==> src/rtl/spcm_pkg.sv <==
// Shared definitions for the SPCM slave responder.
//  - SPI opcodes understood by the responder (READ, RDSR, RDID).
//  - FSM state encoding and the response-source selector.
//  - rdid_byte(): picks the RDID response byte for a given byte index.
package spcm_pkg;

    localparam logic [7:0] SPCM_CMD_READ = 8'h03;
    localparam logic [7:0] SPCM_CMD_RDSR = 8'h05;
    localparam logic [7:0] SPCM_CMD_RDID = 8'h9F;

    typedef enum logic [2:0] {
        ST_IDLE   = 3'd0,
        ST_CMD    = 3'd1,
        ST_ADDR   = 3'd2,
        ST_DATA   = 3'd3,
        ST_RESP   = 3'd4,
        ST_IGNORE = 3'd5
    } spcm_state_e;

    typedef enum logic {
        RESP_RDSR = 1'b0,
        RESP_RDID = 1'b1
    } spcm_resp_e;

    // RDID sends the three ID bytes MSB first, then zeros for as long as
    // the master keeps clocking. Index saturates at 3.
    function automatic logic [7:0] rdid_byte(input logic [23:0] dev_id,
                                             input logic [1:0]  idx);
        logic [7:0] b;
        case (idx)
            2'd0:    b = dev_id[23:16];
            2'd1:    b = dev_id[15:8];
            2'd2:    b = dev_id[7:0];
            default: b = 8'h00;
        endcase
        return b;
    endfunction

endpackage

==> src/rtl/spi_sync_edge.sv <==
// Two-flop synchronizers for the asynchronous SPI pins plus edge pulses.
// Ports:
//  clk, rst_n          system clock, async active-low reset
//  cs_n_i/sck_i/mosi_i raw SPI pins from the master
//  cs_n_s, mosi_s      synchronized CS_N and MOSI levels
//  sck_rise, sck_fall  one-cycle pulses on synchronized SCK edges
//  cs_fall             one-cycle pulse when synchronized CS_N goes low
module spi_sync_edge (
    input  logic clk,
    input  logic rst_n,
    input  logic cs_n_i,
    input  logic sck_i,
    input  logic mosi_i,
    output logic cs_n_s,
    output logic mosi_s,
    output logic sck_rise,
    output logic sck_fall,
    output logic cs_fall
);

    // [0] = first stage, [1] = synchronized level, [2] = previous level
    logic [2:0] cs_q,   cs_d;
    logic [2:0] sck_q,  sck_d;
    logic [1:0] mosi_q, mosi_d;

    always_comb begin
        cs_d   = {cs_q[1],   cs_q[0],   cs_n_i};
        sck_d  = {sck_q[1],  sck_q[0],  sck_i};
        mosi_d = {mosi_q[0], mosi_i};
    end

    // CS_N resets deasserted (high), SCK to its idle level (low).
    always_ff @(posedge clk or negedge rst_n) begin
        if (!rst_n) begin
            cs_q   <= 3'b111;
            sck_q  <= 3'b000;
            mosi_q <= 2'b00;
        end else begin
            cs_q   <= cs_d;
            sck_q  <= sck_d;
            mosi_q <= mosi_d;
        end
    end

    assign cs_n_s   = cs_q[1];
    assign mosi_s   = mosi_q[1];
    assign sck_rise =  sck_q[1] & ~sck_q[2];
    assign sck_fall = ~sck_q[1] &  sck_q[2];
    assign cs_fall  = ~cs_q[1]  &  cs_q[2];

endmodule

==> src/rtl/spcm_slave_responder.sv <==
// SPI mode-0 slave answering READ / RDSR / RDID from an SPCM master.
// Ports:
//  clk, rst_n                  system clock, async active-low reset
//  spcm_cs_n/sck/mosi          SPI inputs (asynchronous to clk)
//  spcm_miso, spcm_miso_oe     SPI output and its drive enable
//  mem_req/addr/ack/din        byte fetch port (req held until ack)
//  status_busy                 bit0 of the RDSR response
//  active                      transaction in progress
//  underrun                    sticky: a READ byte was due before its fetch completed
//
// Handshake: mem_req rises with a stable mem_addr and stays high until the
// cycle in which mem_ack is seen; that cycle transfers mem_din. At most one
// request is outstanding. A fetch that completes after CS_N rises is dropped.
module spcm_slave_responder
    import spcm_pkg::*;
#(
    parameter int          CLK_FREQ  = 100,
    parameter int          ADDR_BITS = 24,
    parameter logic [23:0] DEV_ID    = 24'h20BA18
) (
    input  logic                 clk,
    input  logic                 rst_n,
    input  logic                 spcm_cs_n,
    input  logic                 spcm_sck,
    input  logic                 spcm_mosi,
    output logic                 spcm_miso,
    output logic                 spcm_miso_oe,
    output logic                 mem_req,
    output logic [ADDR_BITS-1:0] mem_addr,
    input  logic                 mem_ack,
    input  logic [7:0]           mem_din,
    input  logic                 status_busy,
    output logic                 active,
    output logic                 underrun
);

    localparam int ADDR_BYTES = ADDR_BITS / 8;
    localparam int AB_W       = (ADDR_BYTES > 1) ? $clog2(ADDR_BYTES) : 1;

    // The oversampling edge detector needs at least 4 clk per SCK phase.
    if (CLK_FREQ < 8) begin : g_clk_check
        $error("spcm_slave_responder: CLK_FREQ too low for SCK oversampling");
    end

    logic cs_n_s, mosi_s, sck_rise, sck_fall, cs_fall;

    spi_sync_edge u_sync (
        .clk      (clk),
        .rst_n    (rst_n),
        .cs_n_i   (spcm_cs_n),
        .sck_i    (spcm_sck),
        .mosi_i   (spcm_mosi),
        .cs_n_s   (cs_n_s),
        .mosi_s   (mosi_s),
        .sck_rise (sck_rise),
        .sck_fall (sck_fall),
        .cs_fall  (cs_fall)
    );

    spcm_state_e          state_q,     state_d;
    logic [2:0]           bit_cnt_q,   bit_cnt_d;
    logic [AB_W-1:0]      addr_byte_q, addr_byte_d;
    logic [ADDR_BITS-1:0] rx_q,        rx_d;
    logic [7:0]           tx_q,        tx_d;
    logic                 miso_q,      miso_d;
    logic                 oe_q,        oe_d;
    logic                 bnd_pend_q,  bnd_pend_d;   // byte boundary due at next SCK fall
    logic [7:0]           buf_q,       buf_d;        // prefetched READ byte
    logic                 buf_valid_q, buf_valid_d;
    logic                 mem_req_q,   mem_req_d;
    logic [ADDR_BITS-1:0] mem_addr_q,  mem_addr_d;
    logic                 underrun_q,  underrun_d;
    spcm_resp_e           resp_kind_q, resp_kind_d;
    logic [1:0]           rdid_idx_q,  rdid_idx_d;

    logic                 byte_last;
    logic [ADDR_BITS-1:0] rx_next;
    logic [7:0]           resp_byte;

    always_comb begin
        byte_last = sck_rise && (bit_cnt_q == 3'd7);
        rx_next   = {rx_q[ADDR_BITS-2:0], mosi_s};
        resp_byte = (resp_kind_q == RESP_RDSR) ? {7'b0, status_busy}
                                               : rdid_byte(DEV_ID, rdid_idx_q);
    end

    always_comb begin
        state_d     = state_q;
        bit_cnt_d   = bit_cnt_q;
        addr_byte_d = addr_byte_q;
        rx_d        = rx_q;
        tx_d        = tx_q;
        miso_d      = miso_q;
        oe_d        = oe_q;
        bnd_pend_d  = bnd_pend_q;
        buf_d       = buf_q;
        buf_valid_d = buf_valid_q;
        mem_req_d   = mem_req_q;
        mem_addr_d  = mem_addr_q;
        underrun_d  = underrun_q;
        resp_kind_d = resp_kind_q;
        rdid_idx_d  = rdid_idx_q;

        // A completing fetch always closes the request; its data is only
        // kept while a READ is streaming.
        if (mem_req_q && mem_ack) begin
            mem_req_d = 1'b0;
            if (state_q == ST_DATA) begin
                buf_d       = mem_din;
                buf_valid_d = 1'b1;
                mem_addr_d  = mem_addr_q + ADDR_BITS'(1);
            end
        end

        if (state_q == ST_IDLE) begin
            if (cs_fall) begin
                state_d     = ST_CMD;
                underrun_d  = 1'b0;
                bit_cnt_d   = 3'd0;
                addr_byte_d = '0;
                bnd_pend_d  = 1'b0;
                buf_valid_d = 1'b0;
            end
        end else if (cs_n_s) begin
            // Deselect wins over everything; any partial byte is dropped.
            state_d     = ST_IDLE;
            oe_d        = 1'b0;
            miso_d      = 1'b1;
            bnd_pend_d  = 1'b0;
            buf_valid_d = 1'b0;
            bit_cnt_d   = 3'd0;
        end else begin
            if (sck_rise) begin
                bit_cnt_d = bit_cnt_q + 3'd1;
                rx_d      = rx_next;
            end
            case (state_q)
                ST_CMD: begin
                    if (byte_last) begin
                        case (rx_next[7:0])
                            SPCM_CMD_READ: begin
                                state_d     = ST_ADDR;
                                addr_byte_d = '0;
                            end
                            SPCM_CMD_RDSR: begin
                                state_d     = ST_RESP;
                                resp_kind_d = RESP_RDSR;
                                bnd_pend_d  = 1'b1;
                            end
                            SPCM_CMD_RDID: begin
                                state_d     = ST_RESP;
                                resp_kind_d = RESP_RDID;
                                rdid_idx_d  = 2'd0;
                                bnd_pend_d  = 1'b1;
                            end
                            default: state_d = ST_IGNORE;
                        endcase
                    end
                end
                ST_ADDR: begin
                    if (byte_last) begin
                        if (addr_byte_q == AB_W'(ADDR_BYTES - 1)) begin
                            // rx holds exactly the address bits by now
                            mem_addr_d  = rx_next;
                            mem_req_d   = 1'b1;
                            buf_valid_d = 1'b0;
                            bnd_pend_d  = 1'b1;
                            state_d     = ST_DATA;
                        end else begin
                            addr_byte_d = addr_byte_q + AB_W'(1);
                        end
                    end
                end
                ST_DATA: begin
                    if (byte_last) begin
                        bnd_pend_d = 1'b1;
                    end else if (sck_fall) begin
                        if (bnd_pend_q) begin
                            bnd_pend_d = 1'b0;
                            oe_d       = 1'b1;
                            if (buf_valid_q) begin
                                tx_d        = buf_q;
                                miso_d      = buf_q[7];
                                buf_valid_d = 1'b0;
                                mem_req_d   = 1'b1;
                            end else begin
                                // Fetch late: pad with FF, leave request pending.
                                tx_d       = 8'hFF;
                                miso_d     = 1'b1;
                                underrun_d = 1'b1;
                            end
                        end else begin
                            tx_d   = {tx_q[6:0], 1'b1};
                            miso_d = tx_q[6];
                        end
                    end
                end
                ST_RESP: begin
                    if (byte_last) begin
                        bnd_pend_d = 1'b1;
                    end else if (sck_fall) begin
                        if (bnd_pend_q) begin
                            bnd_pend_d = 1'b0;
                            oe_d       = 1'b1;
                            tx_d       = resp_byte;
                            miso_d     = resp_byte[7];
                            if (rdid_idx_q != 2'd3) begin
                                rdid_idx_d = rdid_idx_q + 2'd1;
                            end
                        end else begin
                            tx_d   = {tx_q[6:0], 1'b1};
                            miso_d = tx_q[6];
                        end
                    end
                end
                default: ;  // ST_IGNORE: wait for deselect
            endcase
        end
    end

    always_ff @(posedge clk or negedge rst_n) begin
        if (!rst_n) begin
            state_q     <= ST_IDLE;
            bit_cnt_q   <= 3'd0;
            addr_byte_q <= '0;
            rx_q        <= '0;
            tx_q        <= 8'hFF;
            miso_q      <= 1'b1;
            oe_q        <= 1'b0;
            bnd_pend_q  <= 1'b0;
            buf_q       <= 8'h00;
            buf_valid_q <= 1'b0;
            mem_req_q   <= 1'b0;
            mem_addr_q  <= '0;
            underrun_q  <= 1'b0;
            resp_kind_q <= RESP_RDSR;
            rdid_idx_q  <= 2'd0;
        end else begin
            state_q     <= state_d;
            bit_cnt_q   <= bit_cnt_d;
            addr_byte_q <= addr_byte_d;
            rx_q        <= rx_d;
            tx_q        <= tx_d;
            miso_q      <= miso_d;
            oe_q        <= oe_d;
            bnd_pend_q  <= bnd_pend_d;
            buf_q       <= buf_d;
            buf_valid_q <= buf_valid_d;
            mem_req_q   <= mem_req_d;
            mem_addr_q  <= mem_addr_d;
            underrun_q  <= underrun_d;
            resp_kind_q <= resp_kind_d;
            rdid_idx_q  <= rdid_idx_d;
        end
    end

    assign spcm_miso    = miso_q;
    assign spcm_miso_oe = oe_q;
    assign mem_req      = mem_req_q;
    assign mem_addr     = mem_addr_q;
    assign underrun     = underrun_q;
    assign active       = (state_q != ST_IDLE);

endmodule
==> config.mk <==
export PLATFORM = sky130hd
export DESIGN_NAME = spcm_slave_responder
export DESIGN_NICKNAME = d
export VERILOG_FILES = /design/src/rtl/spcm_pkg.sv /design/src/rtl/spi_sync_edge.sv /design/src/rtl/spcm_slave_responder.sv
export SDC_FILE = /design/constraint.sdc
export NUM_CORES = 1
export LEC_CHECK = 0
export BUFFER_PORTS_ARGS = -buffer_cell sky130_fd_sc_hd__buf_2
export CAP_MARGIN = 20
export CORE_AREA = 4 4 100 93
export CTS_BUF_LIST = sky130_fd_sc_hd__clkbuf_4
export DETAILED_ROUTE_END_ITERATION = 12
export DIE_AREA = 0 0 104 97
export PLACE_DENSITY_LB_ADDON = 0.05
export SKIP_LAST_GASP = 1
export SLEW_MARGIN = 20
export SYNTH_ARGS = -nofsm -noshare
export SYNTH_HDL_FRONTEND = slang
export SYNTH_SLANG_ARGS = --single-unit
==> constraint.sdc <==
create_clock -name clk -period 1.9 [get_ports clk]
set_input_delay 0 -clock clk [delete_from_list [all_inputs] [get_ports clk]]
set_output_delay 0 -clock clk [all_outputs]
set_load 0.05 [all_outputs]
==> reports/summary.txt <==
# diodes = 0
Post-Syn Instances = 412
Max Cap Viol = 0
Routed WL per cell = 16.0 um
Crit path kind = flop to flop
Net Count, Synth = 434
Final setup violation count = 0
Sw power = 1130 uW
Final worst slack = 0.135 ns
CP max FO = 48
Crit start category = flop
Total track usage = 0.196
Combinational power share = 0.166
Utilization after layout = 0.617
Post-synthesis sequential area ratio = 0.494
Peak supply drop = 0.529 mV
Top_reg_cell synth = dfrtp_1
Synth Area in XOR/XNOR = 0.0455
Die span in y = 97 um
Worst slew pin tran = 0.472 ns
Core Box Area = 8330 um2
TritonCTS clock tree = yes
Fin. Hold Viols = 0
Antenna violations before repair = 0
Synthesis-stage register bit count = 87
Inst Count DP = 556
Post-synthesis compound-gate area fraction = 0.120
Crit path DAT = 2.08 ns
Net Sw Frac = 0.299
RSZ-0062 raised after global routing = true
GPL Wtd Cong = 0.877
Clock group share of total power = 0.279
Die Wd = 104 um
Vias in the first global route = 3278
Lkg Pwr = 0.00230 uW
Cell Count, Final, Fillers Out = 586
DRC viols = 0
DP Area = 4840 um2
Pwr/cell area = 739 nW/um2
Initial Util = 0.532
Vias per std cell = 5.63
Post-Syn Area = 4430 um2
Total grt overflow = 0
Worst skew pair latency = 0.44 ns
Ys async rst share = 1.00
Num CTS Buffers = 9
Cell Int Power = 2660 uW
Row Count = 32
Adder-cell share of the synthesized area = 0.0198
Final Skew = 0.0216 ns
Post-synth top area share = 0.429
Drt total wl = 9400 um
Port bufs = 43
Cell taking the most area after synthesis = dfrtp_1
H-tree depth = 3
Die footprint = 10100 um2
Hold Crit Class = input port to async pin
Largest net degree at the start of global routing = 49
Max-slew violation count = 0
Total number of vias = 3299
Status = completed
Number of synthesized flops with an enable pin = 0
Cell area after layout = 5140 um2
ANT nets after route = 0
IO Pins = 44
Period utilization = 0.929
Clock Tree Root = clkbuf_4
Required time worst endpoint = 2.21 ns
Worst-path clk slew = 0.15 ns
CP Capture Type = flop
Sequential share of power = 0.555
DR iter-0 viols = 134
Power Total = 3800 uW
Most area-consuming cells after synthesis = dfrtp_1 (43%), dfstp_2 (6.5%), mux2_4 (5.8%), mux2_2 (4.3%), xnor2_1 (4.2%)
First-pass GRT wire length = 16300 um
Min Tclk post-route = 1.76 ns
Drt first pass iters = 4
CTS sink cnt = 87
Area delta synth->final = 16.0%
Syn Area/Cell = 10.8 um2
Final #Nets = 501
Longest Clk Path Bufs = 2
Max-slew headroom = 0.683
Warnings from Yosys = 0
DPL Wire Length = 6550 um
Layout cells sized above 1 = 0.287
Largest family of logic cells by synthesized area = simple AND/OR/NAND/NOR gates
Post-synth cell types = 58
Max Freq = 567 MHz
Mux cell area share after synthesis = 0.105
Place WS = 0.126 ns
Synth Area in Simple Gates = 0.177
-- cell usage after synthesis, types with 10 or more instances --
master    n
nor3_1   10
mux2_2   17
nand3_1  13
a21oi_1  36
nand2_1  22
mux2_4   17
inv_1    15
o21ai_0  10
dfstp_2  11
nor2_1   41
xnor2_1  21
dfrtp_1  76
-- worst paths after layout --
check | startpoint | endpoint | slack, ns | cells after the start
max | bit_cnt_q[0]$_DFFE_PN0P_ | mem_addr[14]$_DFF_PN0_ | 0.14 | 8
min | rst_n | buf_q[6]$_DFFE_PN0P_ | 0.04 | 2
max reg2reg | bit_cnt_q[0]$_DFFE_PN0P_ | mem_addr[14]$_DFF_PN0_ | 0.14 | 8
min reg2reg | u_sync.cs_q[0]$_DFF_PN1_ | u_sync.cs_q[1]$_DFF_PN1_ | 0.36 | 0
max in group asynchronous | rst_n | mem_addr[3]$_DFF_PN0_ | 1.20 | 3
min in group clk | spcm_cs_n | u_sync.cs_q[0]$_DFF_PN1_ | 0.21 | 2
-- state kept, by name (all words and copies together) (netlist names) --
| signal | flops |
|---|---|
| addr_byte_q | 2 |
| bit_cnt_q | 3 |
| bnd_pend_q | 1 |
| buf_q | 8 |
| buf_valid_q | 1 |
| mem_addr | 24 |
| mem_req | 1 |
| rdid_idx_q | 2 |
| resp_kind_q | 1 |
| rx_q | 23 |
| spcm_miso | 1 |
| spcm_miso_oe | 1 |
| state_q | 3 |
| tx_q | 7 |
| u_sync.cs_q | 3 |
| u_sync.mosi_q | 2 |
| u_sync.sck_q | 3 |
| underrun | 1 |
-- power by group through the flow --
stage | registers [uW] | clock network, uW | logic, uW
global route | 2130 | 1180 | 694
detailed placement | 2140 | 0 | 604
global placement | 2130 | 0 | 595
floorplan | 2130 | 0 | 385
CTS | 2100 | 1100 | 630
finish | 2110 | 1060 | 631
-- per-stage QoR --
step / hold WS [ns] / setup TNS [ns]
3_3_place_gp: -0.00214 / 0
6_report: 0.0425 / 0
3_5_place_dp: -0.00269 / 0
2_1_floorplan: -0.296 / 0
4_1_cts: 0.0519 / 0
5_1_grt: 0.0655 / -0.0717
-- cell type report --
cell class / count / area [um2]
Clock buffer: 9 / 67.6
Sequential cell: 87 / 2190
Fill cell: 721 / 3190
Inverter: 16 / 60.1
Timing Repair Buffer: 75 / 531
Multi-Input combinational cell: 290 / 2090
Tap cell: 102 / 128
Clock inverter: 7 / 71.3
-- cells in the final DEF (no fill, tap or decap), drive strengths merged, types with 14 or more instances in the layout --
cell type / count
buf: 61
mux2: 34
dlygate4sd3: 14
nor2: 41
dfrtp: 76
a21oi: 36
nand2: 23
inv: 18
xnor2: 21
o21ai: 15
-- repair_timing --
action                                  4_1_cts  5_1_grt
endpoints found under the setup margin        0       14
endpoints found under the hold margin        96        0
gates resized for setup                       0        5
hold buffers                                 14        0
buffers inserted                              0        0
-- per-layer routing --
| layer | up-vias | track usage | routed length (um) |
|---|---|---|---|
| li1 | 1609 | - | - |
| met1 | 1613 | 0.272 | 4520 |
| met2 | 61 | 0.309 | 4420 |
| met3 | 16 | 0.0427 | 313 |
| met4 | 0 | 0.0644 | 153 |
| met5 | - | 0 | 0 |
-- critical path, cell delays in order, from the launching register on --
cell      delay, ns
dfrtp_1        0.39
ha_1           0.15
ha_1           0.19
nand3b_1       0.13
nor3_1         0.22
nand3_1        0.17
buf_12         0.22
nor2_1         0.11
a21oi_1        0.05
-- kinds of logic (layout without fill, tap and decap cells) --
kind of cell / Yosys count / count (layout)
adder cells (fa/ha/maj): 7 / 7
AND/OR/NAND/NOR: 138 / 138
AO/OA/AOI/OAI: 86 / 86
multiplexers: 36 / 36
XOR/XNOR: 23 / 23
buffers and inverters: 35 / 107
flip-flops: 87 / 87
Note: power is estimated with default switching activity, not from simulation.
